$ cat src/rtl/y_wb_pkg.sv
// Shared types and sizing for the Y-matrix row write-back engine.
package y_wb_pkg;

    localparam int ADDR_W     = 11;
    localparam int DATA_W     = 256;
    localparam int SLOT_W     = 16;
    localparam int SLOTS      = DATA_W / SLOT_W;
    localparam int SLOT_SEL_W = 4;
    localparam int LSB_W      = $clog2(DATA_W);

    typedef enum logic [1:0] {
        IDLE,
        READ,
        CAPT,
        WRITE
    } wb_state_e;

endpackage

$ cat src/rtl/y_slot_merge.sv
// Combinational slot merge: replaces one 16-bit slot of a row, or adds to it
// with the carry dropped. Used for both SRAM-sourced and cache-sourced rows.
module y_slot_merge
    import y_wb_pkg::*;
(
    input  logic [DATA_W-1:0]     row_i,
    input  logic [SLOT_SEL_W-1:0] slot_i,
    input  logic                  mode_i,
    input  logic [SLOT_W-1:0]     value_i,
    output logic [DATA_W-1:0]     row_o
);

    logic [LSB_W-1:0]  lsb;
    logic [SLOT_W-1:0] oldSlot;

    always_comb begin
        row_o   = row_i;
        lsb     = LSB_W'(slot_i) * LSB_W'(SLOT_W);
        oldSlot = row_i[lsb +: SLOT_W];
        row_o[lsb +: SLOT_W] = mode_i ? (oldSlot + value_i) : value_i;
    end

endmodule

$ cat src/rtl/y_row_writer.sv
// Read-modify-write engine for one 256-bit Y-matrix row per change request.
// Define Y_ROW_WB_BYPASS_EN to keep the last written row cached and skip its SRAM read.
module y_row_writer
    import y_wb_pkg::*;
(
    input  logic                 clock,
    input  logic                 reset,
    input  logic                 req_valid,
    output logic                 req_ready,
    input  logic [ADDR_W-1:0]    req_row,
    input  logic [ADDR_W-1:0]    req_col,
    input  logic                 req_mode,
    input  logic [SLOT_W-1:0]    req_value,
    output logic [ADDR_W-1:0]    sram_addr,
    output logic                 sram_rd_en,
    input  logic [DATA_W-1:0]    sram_rd_data,
    output logic                 sram_wr_en,
    output logic [DATA_W-1:0]    sram_wr_data,
    output logic                 done,
    output logic                 err,
    input  logic                 cache_inv
);

    wb_state_e             state_q;
    logic                  ready_q;
    logic                  rdEn_q;
    logic                  wrEn_q;
    logic                  done_q;
    logic                  err_q;
    logic [ADDR_W-1:0]     addr_q;
    logic [SLOT_SEL_W-1:0] slot_q;
    logic                  mode_q;
    logic [SLOT_W-1:0]     value_q;
    logic [DATA_W-1:0]     wrData_q;
    logic [DATA_W-1:0]     mergeSrc;
    logic [DATA_W-1:0]     mergedRow_d;
    logic                  transfer;
    logic                  colBad;
    logic                  takeCache;

    assign transfer = req_valid && ready_q;
    assign colBad   = |req_col[ADDR_W-1:SLOT_SEL_W];

`ifdef Y_ROW_WB_BYPASS_EN
    logic [ADDR_W-1:0] cacheRow_q;
    logic              cacheValid_q;
    logic              hit_q;

    // wrData_q keeps the last merged row until the next CAPT, so it doubles as the cached data.
    assign takeCache = cacheValid_q && !cache_inv && (req_row == cacheRow_q);
    assign mergeSrc  = hit_q ? wrData_q : sram_rd_data;

    always_ff @(posedge clock) begin
        if (reset) begin
            cacheValid_q <= 1'b0;
            cacheRow_q   <= '0;
            hit_q        <= 1'b0;
        end else begin
            if (state_q == IDLE && transfer && !colBad) begin
                hit_q <= takeCache;
            end
            if (cache_inv) begin
                cacheValid_q <= 1'b0;
            end else if (state_q == WRITE) begin
                cacheValid_q <= 1'b1;
                cacheRow_q   <= addr_q;
            end
        end
    end
`else
    logic unused_cache_inv;

    assign takeCache        = 1'b0;
    assign mergeSrc         = sram_rd_data;
    assign unused_cache_inv = cache_inv;
`endif

    y_slot_merge uMerge (
        .row_i   (mergeSrc),
        .slot_i  (slot_q),
        .mode_i  (mode_q),
        .value_i (value_q),
        .row_o   (mergedRow_d)
    );

    always_ff @(posedge clock) begin
        if (reset) begin
            state_q  <= IDLE;
            ready_q  <= 1'b0;
            rdEn_q   <= 1'b0;
            wrEn_q   <= 1'b0;
            done_q   <= 1'b0;
            err_q    <= 1'b0;
            addr_q   <= '0;
            slot_q   <= '0;
            mode_q   <= 1'b0;
            value_q  <= '0;
            wrData_q <= '0;
        end else begin
            err_q <= 1'b0;
            case (state_q)
                IDLE: begin
                    ready_q <= 1'b1;
                    if (transfer) begin
                        if (colBad) begin
                            err_q <= 1'b1;
                        end else begin
                            ready_q <= 1'b0;
                            addr_q  <= req_row;
                            slot_q  <= req_col[SLOT_SEL_W-1:0];
                            mode_q  <= req_mode;
                            value_q <= req_value;
                            if (takeCache) begin
                                state_q <= CAPT;
                            end else begin
                                state_q <= READ;
                                rdEn_q  <= 1'b1;
                            end
                        end
                    end
                end
                READ: begin
                    rdEn_q  <= 1'b0;
                    state_q <= CAPT;
                end
                CAPT: begin
                    wrData_q <= mergedRow_d;
                    wrEn_q   <= 1'b1;
                    done_q   <= 1'b1;
                    state_q  <= WRITE;
                end
                WRITE: begin
                    wrEn_q  <= 1'b0;
                    done_q  <= 1'b0;
                    ready_q <= 1'b1;
                    state_q <= IDLE;
                end
                default: state_q <= IDLE;
            endcase
        end
    end

    // Strobes are squashed while reset is high so a reset landing in WRITE never reaches the SRAM.
    assign req_ready    = ready_q && !reset;
    assign sram_rd_en   = rdEn_q && !reset;
    assign sram_wr_en   = wrEn_q && !reset;
    assign done         = done_q && !reset;
    assign err          = err_q && !reset;
    assign sram_addr    = addr_q;
    assign sram_wr_data = wrData_q;

endmodule

$ cat config.mk
export PLATFORM = sky130hd
export DESIGN_NAME = y_row_writer
export DESIGN_NICKNAME = d
export VERILOG_FILES = /design/src/rtl/y_wb_pkg.sv /design/src/rtl/y_slot_merge.sv /design/src/rtl/y_row_writer.sv
export SDC_FILE = /design/constraint.sdc
export NUM_CORES = 1
export LEC_CHECK = 0
export ABC_AREA = 1
export CORE_AREA = 2 2 222 224
export CTS_CLUSTER_SIZE = 25
export DETAILED_ROUTE_END_ITERATION = 7
export DIE_AREA = 0 0 224 226
export GPL_ROUTABILITY_DRIVEN = 1
export PLACE_DENSITY = 0.65
export SETUP_SLACK_MARGIN = 0.15
export SLEW_MARGIN = 20
export SYNTH_ARGS = -nofsm -noshare
export SYNTH_HDL_FRONTEND = slang
export SYNTH_SLANG_ARGS = --single-unit
$ cat constraint.sdc
create_clock -name clock -period 4.8 [get_ports clock]
set_input_delay 0.96 -clock clock [delete_from_list [all_inputs] [get_ports clock]]
set_output_delay 0.96 -clock clock [all_outputs]
set_load 0.005 [all_outputs]
==> impl_metrics.py, run 1 <==
metrics = {
    "status": {
        "outcome": "complete, no violations",
    },
    "yosys": {
        "synth_cell_types": 47,
        "syn-instance-count": 2546,
        "synthesis.area_um2": 16700,
        "yosys_warnings": 0,
        "yosys.area.top_type": "dfxtp_1",
        "synthTopCellsByArea": "dfxtp_1, a21oi_1, nand2_1",
        "postSynthAreaPerCell_um2": 6.56,
        "postSynthNetCount": 2869,
        "synth_top_area_share_pct": 35.2,
        "ys_ff_latch": 294,
        "synth_seq_area_share_pct": 35.2,
    },
    "finish": {
        "mostFrequentLayoutCells": "clkdlybuf4s50_1, nand2_1, a21oi_1, dfxtp_1, o21ai_0",
        "final_common_cell": "clkdlybuf4s50_1",
        "synthToLayoutAreaGrowth_pct": 46.2,
        "layoutNonFillerInstCount": 3711,
        "nets": 3383,
        "drive_gt1_share_pct": 7.10,
    },
    "clock_tree": {
        "clock-sinks": 294,
        "path_clk_slew_ns": 0.06,
        "postCtsHoldBufs": 0,
        "postCtsResizedCells": 0,
        "cts-root-buf": "clkbuf_16",
        "htreeDepth": 2,
        "clock_latency_ns": 0.57,
        "post_cts_buffers": 0,
        "cts_buffers": 36,
        "cts_buffer_depth": 3,
        "cts_tree": "done",
    },
    "pwr": {
        "pwr-share-seq_pct": 41.9,
        "p_int_mw": 4.37,
        "p_comb_share_pct": 10.7,
        "power_density_nw_per_um2": 240,
        "ir_drop_mv": 0.200,
        "clkPwrFrac_pct": 47.4,
        "p_sw_share_pct": 25.6,
        "power.switching_mw": 1.50,
        "leakagePower_nw": 9.22,
    },
    "setup_path": {
        "crit_arrival_ns": 4.81,
        "path_max_fanout": 4,
        "required_ns": 5.28,
        "cp-end-kind": "flip-flop",
        "start_kind": "primary input",
        "crit_type": "primary input to flip-flop",
    },
    "die": {
        "core_region_area_um2": 48300,
        "start_util_pct": 34.6,
        "io_pins": 571,
        "fp-row-count": 81,
        "die_area_um2": 50600,
        "die_y_um": 226,
        "die-width_um": 224,
    },
    "sta": {
        "worstMarginPinSlew_ns": 1.17,
        "fin_crit_ns": 4.33,
        "post-route-period-util_pct": 90.2,
        "rsz0062_at_grt": "false",
        "hold_ws_ns": 0.442,
        "fmax_mhz": 231,
        "hold_viol": 0,
        "relSlewSlack_pct": 20.8,
        "slew_violations": 0,
        "setup_viol": 0,
        "tns_ns": 0,
        "fin_skew_ns": 0.0271,
    },
    "global_route": {
        "antenna_found_initial": 7,
        "grt_pass1_wl_mm": 141,
        "grt_pass1_vias": 20200,
        "grt.total_usage_pct": 38.7,
        "grt_max_degree": 164,
        "gr-total-overflow": 0,
    },
    "detailed_routing": {
        "ant_nets": 0,
        "dr.pass1.iters": 6,
        "vias_per_cell": 5.73,
        "wl_per_cell_um": 27.4,
        "vias": 21300,
        "wl_mm": 102,
        "initialDrtViolationCount": 2782,
        "drc_errors": 0,
    },
    "place": {
        "detailed_place_hpwl_mm": 79.2,
        "gp_congestion": 0.992,
        "place_inst": 3644,
        "port_buffers": 569,
    },
    "worst_hold_path": {
        "hold_path_class": "flip-flop to flip-flop",
    },
    "run": {
        "drv_cap": 0,
    },
}
## power groups by stage
stage	logic [mW]	clock network, mW	registers [mW]
after floorplan	0.163	0	2.51
after global placement	0.612	0	2.51
after detailed placement	0.611	0	2.51
after CTS	0.615	2.82	2.46
after global routing	0.650	2.91	2.46
final	0.628	2.78	2.46
## through the flow
stage	setup WS [ns]	cell area, um2	utilization (%)	power, mW
6_report	0.470	24400	50.5	5.87
5_1_grt	0.458	24400	50.5	6.02
4_1_cts	0.728	24400	50.5	5.89
3_5_place_dp	0.167	23200	48.1	3.12
3_3_place_gp	0.0995	23200	48.1	3.13
2_1_floorplan	1.43	16700	-	2.68
## critical path, cell delays in order
cell and delay [ns]:
clkdlybuf4s50_1 0.44, o21ai_0 0.56, nand3_1 0.22, nand4_1 0.12, nand2_1 0.09, ha_1 0.37, nand2_1 0.14, nor2_1 0.12
nand2_1 0.06, nand2_1 0.25, xor2_1 0.17, nand2_1 0.07, o21ai_2 0.08, inv_1 0.12, nor2_1 0.31, inv_1 0.12
nor2_2 0.15, buf_4 0.19, o21ai_0 0.10, a21oi_1 0.15
## final cells by class
cell class                 count  area (um2)
inverter                     246         942
clock inverter                15         148
tap                          622         778
fill                        4884       23900
multi-input combinational   1811        9070
timing repair buffer         671        6560
sequential                   294        5890
clock buffer                  49        1030
antenna                        3        7.51
## registers in the layout (all words and copies together) (netlist names)
name and cells:
err_q 1, sram_wr_data 256, slot_q 4, state_q 2
sram_addr 11, value_q 16, ready_q 1, mode_q 1
done_q 1, rdEn_q 1
## metal layers
layer	share of wire, %	up-vias	routed length [um]	global-route usage (%)
met5	0.044	-	45	0
met4	6.3	8	6430	21.5
met3	10	277	10600	9.67
met2	44	1378	45200	61.5
met1	39	10000	39500	47.9
li1	-	9581	-	-
## cell families after synthesis
kind of cell               Yosys count  synth area share [%]
AOI/OAI and AO/OA                  914                  29.9
xor gates and xnor gates             7                 0.479
adders and majority gates           24                  1.84
buffers and inverters              441                  10.6
DFF                                294                  35.2
and+or+nand+nor                    866                  21.9
## worst paths after layout
path                                        start  cells after the start          endpoint  slack, ns
worst max-delay path            sram_rd_data[197]                     20  sram_wr_data[23]       0.47
worst min-delay path                 sram_addr[3]                      2      sram_addr[3]       0.44
worst min register to register       sram_addr[3]                      2      sram_addr[3]       0.44
worst max register to register          slot_q[0]                     21  sram_wr_data[23]       0.53
## cell usage after synthesis (all sizes together)
| library cell | count |
|---|---|
| o31ai | 1 |
| clkbuf | 134 |
| or2 | 3 |
| o21bai | 1 |
| buf | 61 |
| xnor2 | 1 |
| a31oi | 3 |
| nand3 | 104 |
| nor2 | 162 |
| o21a | 1 |
| ha | 23 |
| o2111ai | 17 |
| nor3 | 11 |
| nand3b | 3 |
| a221oi | 1 |
| fa | 1 |
| a211oi | 1 |
| inv | 243 |
| a21o | 35 |
| dfxtp | 294 |
| a21oi | 459 |
| clkinv | 3 |
| o221ai | 14 |
| nor4 | 1 |
| o22ai | 1 |
| xor2 | 6 |
| nand4 | 21 |
| o211ai | 79 |
| o21ai | 301 |
| nand2 | 560 |
| and2 | 1 |
(Power assumes the default switching activity.)
==> run 2: changes to the inputs <==
- CAP_MARGIN: default -> 20
- RECOVER_POWER: default -> 50
==> run 2 against run 1 <==
- the run now ends with max-capacitance violations, max-slew violations left
- via count is 0.11% lower
- global-route usage stayed put
- critical path depth stayed put
- clock power hardly changed
- count of clock-buffer cells in the layout stayed put
- routed wire length is 0.13% lower
- flip-flop and latch count stayed put
- sequential share of layout area hardly changed
- die area stayed put
- fmax is 0.99% higher
- critical path type unchanged
==> impl_metrics.py, run 2 (synthesis gave the netlist of run 1 again) <==
metrics = {
    "status": {
        "outcome": "finished with violations",
        "violations": "max-capacitance violations, max-slew violations",
    },
    "sta": {
        "fmax_mhz": 233,
        "fin_ws_ns": 0.512,
        "fin_skew_ns": 0.0290,
        "worstMarginPinSlew_ns": 2.18,
        "fin_crit_ns": 4.29,
        "post-route-period-util_pct": 89.3,
        "slew_violations": 54,
        "tns_ns": 0,
        "setup_viol": 0,
        "hold_viol": 0,
        "rsz0062_at_grt": "false",
        "relSlewSlack_pct": -45.5,
    },
    "global_route": {
        "grt_pass1_wl_mm": 141,
        "grt.total_usage_pct": 38.7,
        "grt_max_degree": 164,
        "grt_pass1_vias": 20200,
        "gr-total-overflow": 0,
        "antenna_found_initial": 7,
    },
    "worst_hold_path": {
        "hold_path_end": "sram_addr[3]",
        "hold_path_depth": 2,
        "hold_path_class": "flip-flop to flip-flop",
        "hold_start": "sram_addr[3]",
    },
    "clock_tree": {
        "postCtsHoldBufs": 0,
        "clock-sinks": 294,
        "cts_buffers": 36,
        "path_clk_slew_ns": 0.06,
        "clock_latency_ns": 0.57,
        "cts_tree": "done",
        "htreeDepth": 2,
        "post_cts_buffers": 0,
        "cts-root-buf": "clkbuf_16",
        "postCtsResizedCells": 0,
        "cts_buffer_depth": 3,
    },
    "setup_path": {
        "cp-end-kind": "flip-flop",
        "reg2reg_depth": 21,
        "required_ns": 5.28,
        "worst_r2r_endpoint": "sram_wr_data[23]",
        "r2r-start": "slot_q[0]",
        "start_kind": "primary input",
        "reg2reg_slack_ns": 0.55,
        "crit_type": "primary input to flip-flop",
        "crit_arrival_ns": 4.76,
        "path_max_fanout": 4,
    },
    "detailed_routing": {
        "vias_per_cell": 5.73,
        "wl_met2_mm": 44.8,
        "ant_nets": 0,
        "wl_per_cell_um": 27.4,
        "dr.pass1.iters": 6,
        "highest-signal-layer": "met5",
        "vias": 21300,
        "drc_errors": 0,
        "initialDrtViolationCount": 2675,
        "wl_met3_mm": 11.0,
        "wl_mm": 102,
        "m1WireLength_mm": 39.1,
    },
    "die": {
        "start_util_pct": 34.6,
        "die-width_um": 224,
        "io_pins": 571,
        "die_area_um2": 50600,
        "fp-row-count": 81,
        "die_y_um": 226,
        "core_region_area_um2": 48300,
    },
    "run": {
        "drv_cap": 1,
    },
    "pwr": {
        "ir_drop_mv": 0.199,
        "leakagePower_nw": 10.2,
        "power_density_nw_per_um2": 240,
    },
    "place": {
        "detailed_place_hpwl_mm": 79.2,
        "port_buffers": 569,
        "gp_congestion": 0.992,
        "dp_slack_ns": 0.167,
    },
    "finish": {
        "synthToLayoutAreaGrowth_pct": 46.1,
        "drive_gt1_share_pct": 7.06,
        "fill_cells": 4887,
        "mostFrequentLayoutCells": "nand2_1, a21oi_1, clkdlybuf4s50_1, dfxtp_1, dlygate4sd3_1",
        "final_common_cell": "nand2_1",
        "nets": 3383,
        "largest_register_ffs": 256,
    },
}
-- run 2: cell types whose count changed in the layout (fill, tap and decap cells not counted) --
cell | before | now
buf_4 | 94 | 93
dlygate4sd3_1 | 0 | 264
clkdlybuf4s50_1 | 568 | 304
clkbuf_2 | 0 | 1
ha_4 | 1 | 0
ha_1 | 22 | 23
-- run 2: area by class of cell --
cell class | count | area [um2] | share of cell area (%)
multi-input combinational | 1811 | 9060 | 37.1
timing repair buffer | 671 | 6560 | 26.9
sequential | 294 | 5890 | 24.1
clock buffer | 49 | 1030 | 4.23
inverter | 246 | 942 | 3.86
tap | 622 | 778 | 3.19
clock inverter | 15 | 148 | 0.605
antenna | 3 | 7.51 | 0.0307
-- run 2: worst max-delay path: stages --
cell             delay [ns]
clkdlybuf4s50_1        0.44
o21ai_0                0.56
nand3_1                0.20
nand4_1                0.11
nand2_1                0.09
ha_1                   0.38
nand2_1                0.13
nor2_1                 0.12
nand2_1                0.06
nand2_1                0.24
xor2_1                 0.17
nand2_1                0.08
o21ai_2                0.08
inv_1                  0.12
nor2_1                 0.31
inv_1                  0.12
nor2_2                 0.13
buf_4                  0.18
o21ai_0                0.10
a21oi_1                0.15
-- run 2: how the worst max path moves through the flow --
| stage | cells past startpoint | start | slack (ns) | end |
|---|---|---|---|---|
| 4_1_cts | 16 | sram_rd_data[88] | 0.73 | sram_wr_data[126] |
| 6_report | 20 | sram_rd_data[197] | 0.51 | sram_wr_data[23] |
| 5_1_grt | 7 | state_q[0] | 0.33 | sram_wr_data[228] |
| 2_1_floorplan | 22 | slot_q[0] | 1.43 | sram_wr_data[156] |
| 3_5_place_dp | 20 | sram_rd_data[214] | 0.17 | sram_wr_data[235] |
| 3_3_place_gp | 16 | sram_rd_data[88] | 0.1 | sram_wr_data[126] |
-- run 2: where the power goes --
group,switching (mW),leakage [nW],total (mW),internal [mW]
Clock,1.16,0.573,2.78,1.62
Combinational,0.331,7.22,0.623,0.292
Sequential,0.00773,2.37,2.46,2.45
-- run 2: metrics by stage --
stage / hold WS (ns) / cells / util (%) / area (um2) / power (mW)
2_1_floorplan: 0.440 / 2546 / - / 16700 / 2.68
3_3_place_gp: 0.435 / 3644 / 48.1 / 23200 / 3.13
3_5_place_dp: 0.438 / 3644 / 48.1 / 23200 / 3.12
4_1_cts: 0.446 / 3708 / 50.5 / 24400 / 5.89
5_1_grt: 0.465 / 3709 / 50.5 / 24400 / 6.01
6_report: 0.439 / 3711 / 50.5 / 24400 / 5.86
-- run 2: metal layers --
metal / vias up / track usage, %
li1: 9585 / -
met1: 9955 / 47.9
met2: 1414 / 61.5
met3: 293 / 9.67
met4: 8 / 21.5
met5: - / 0
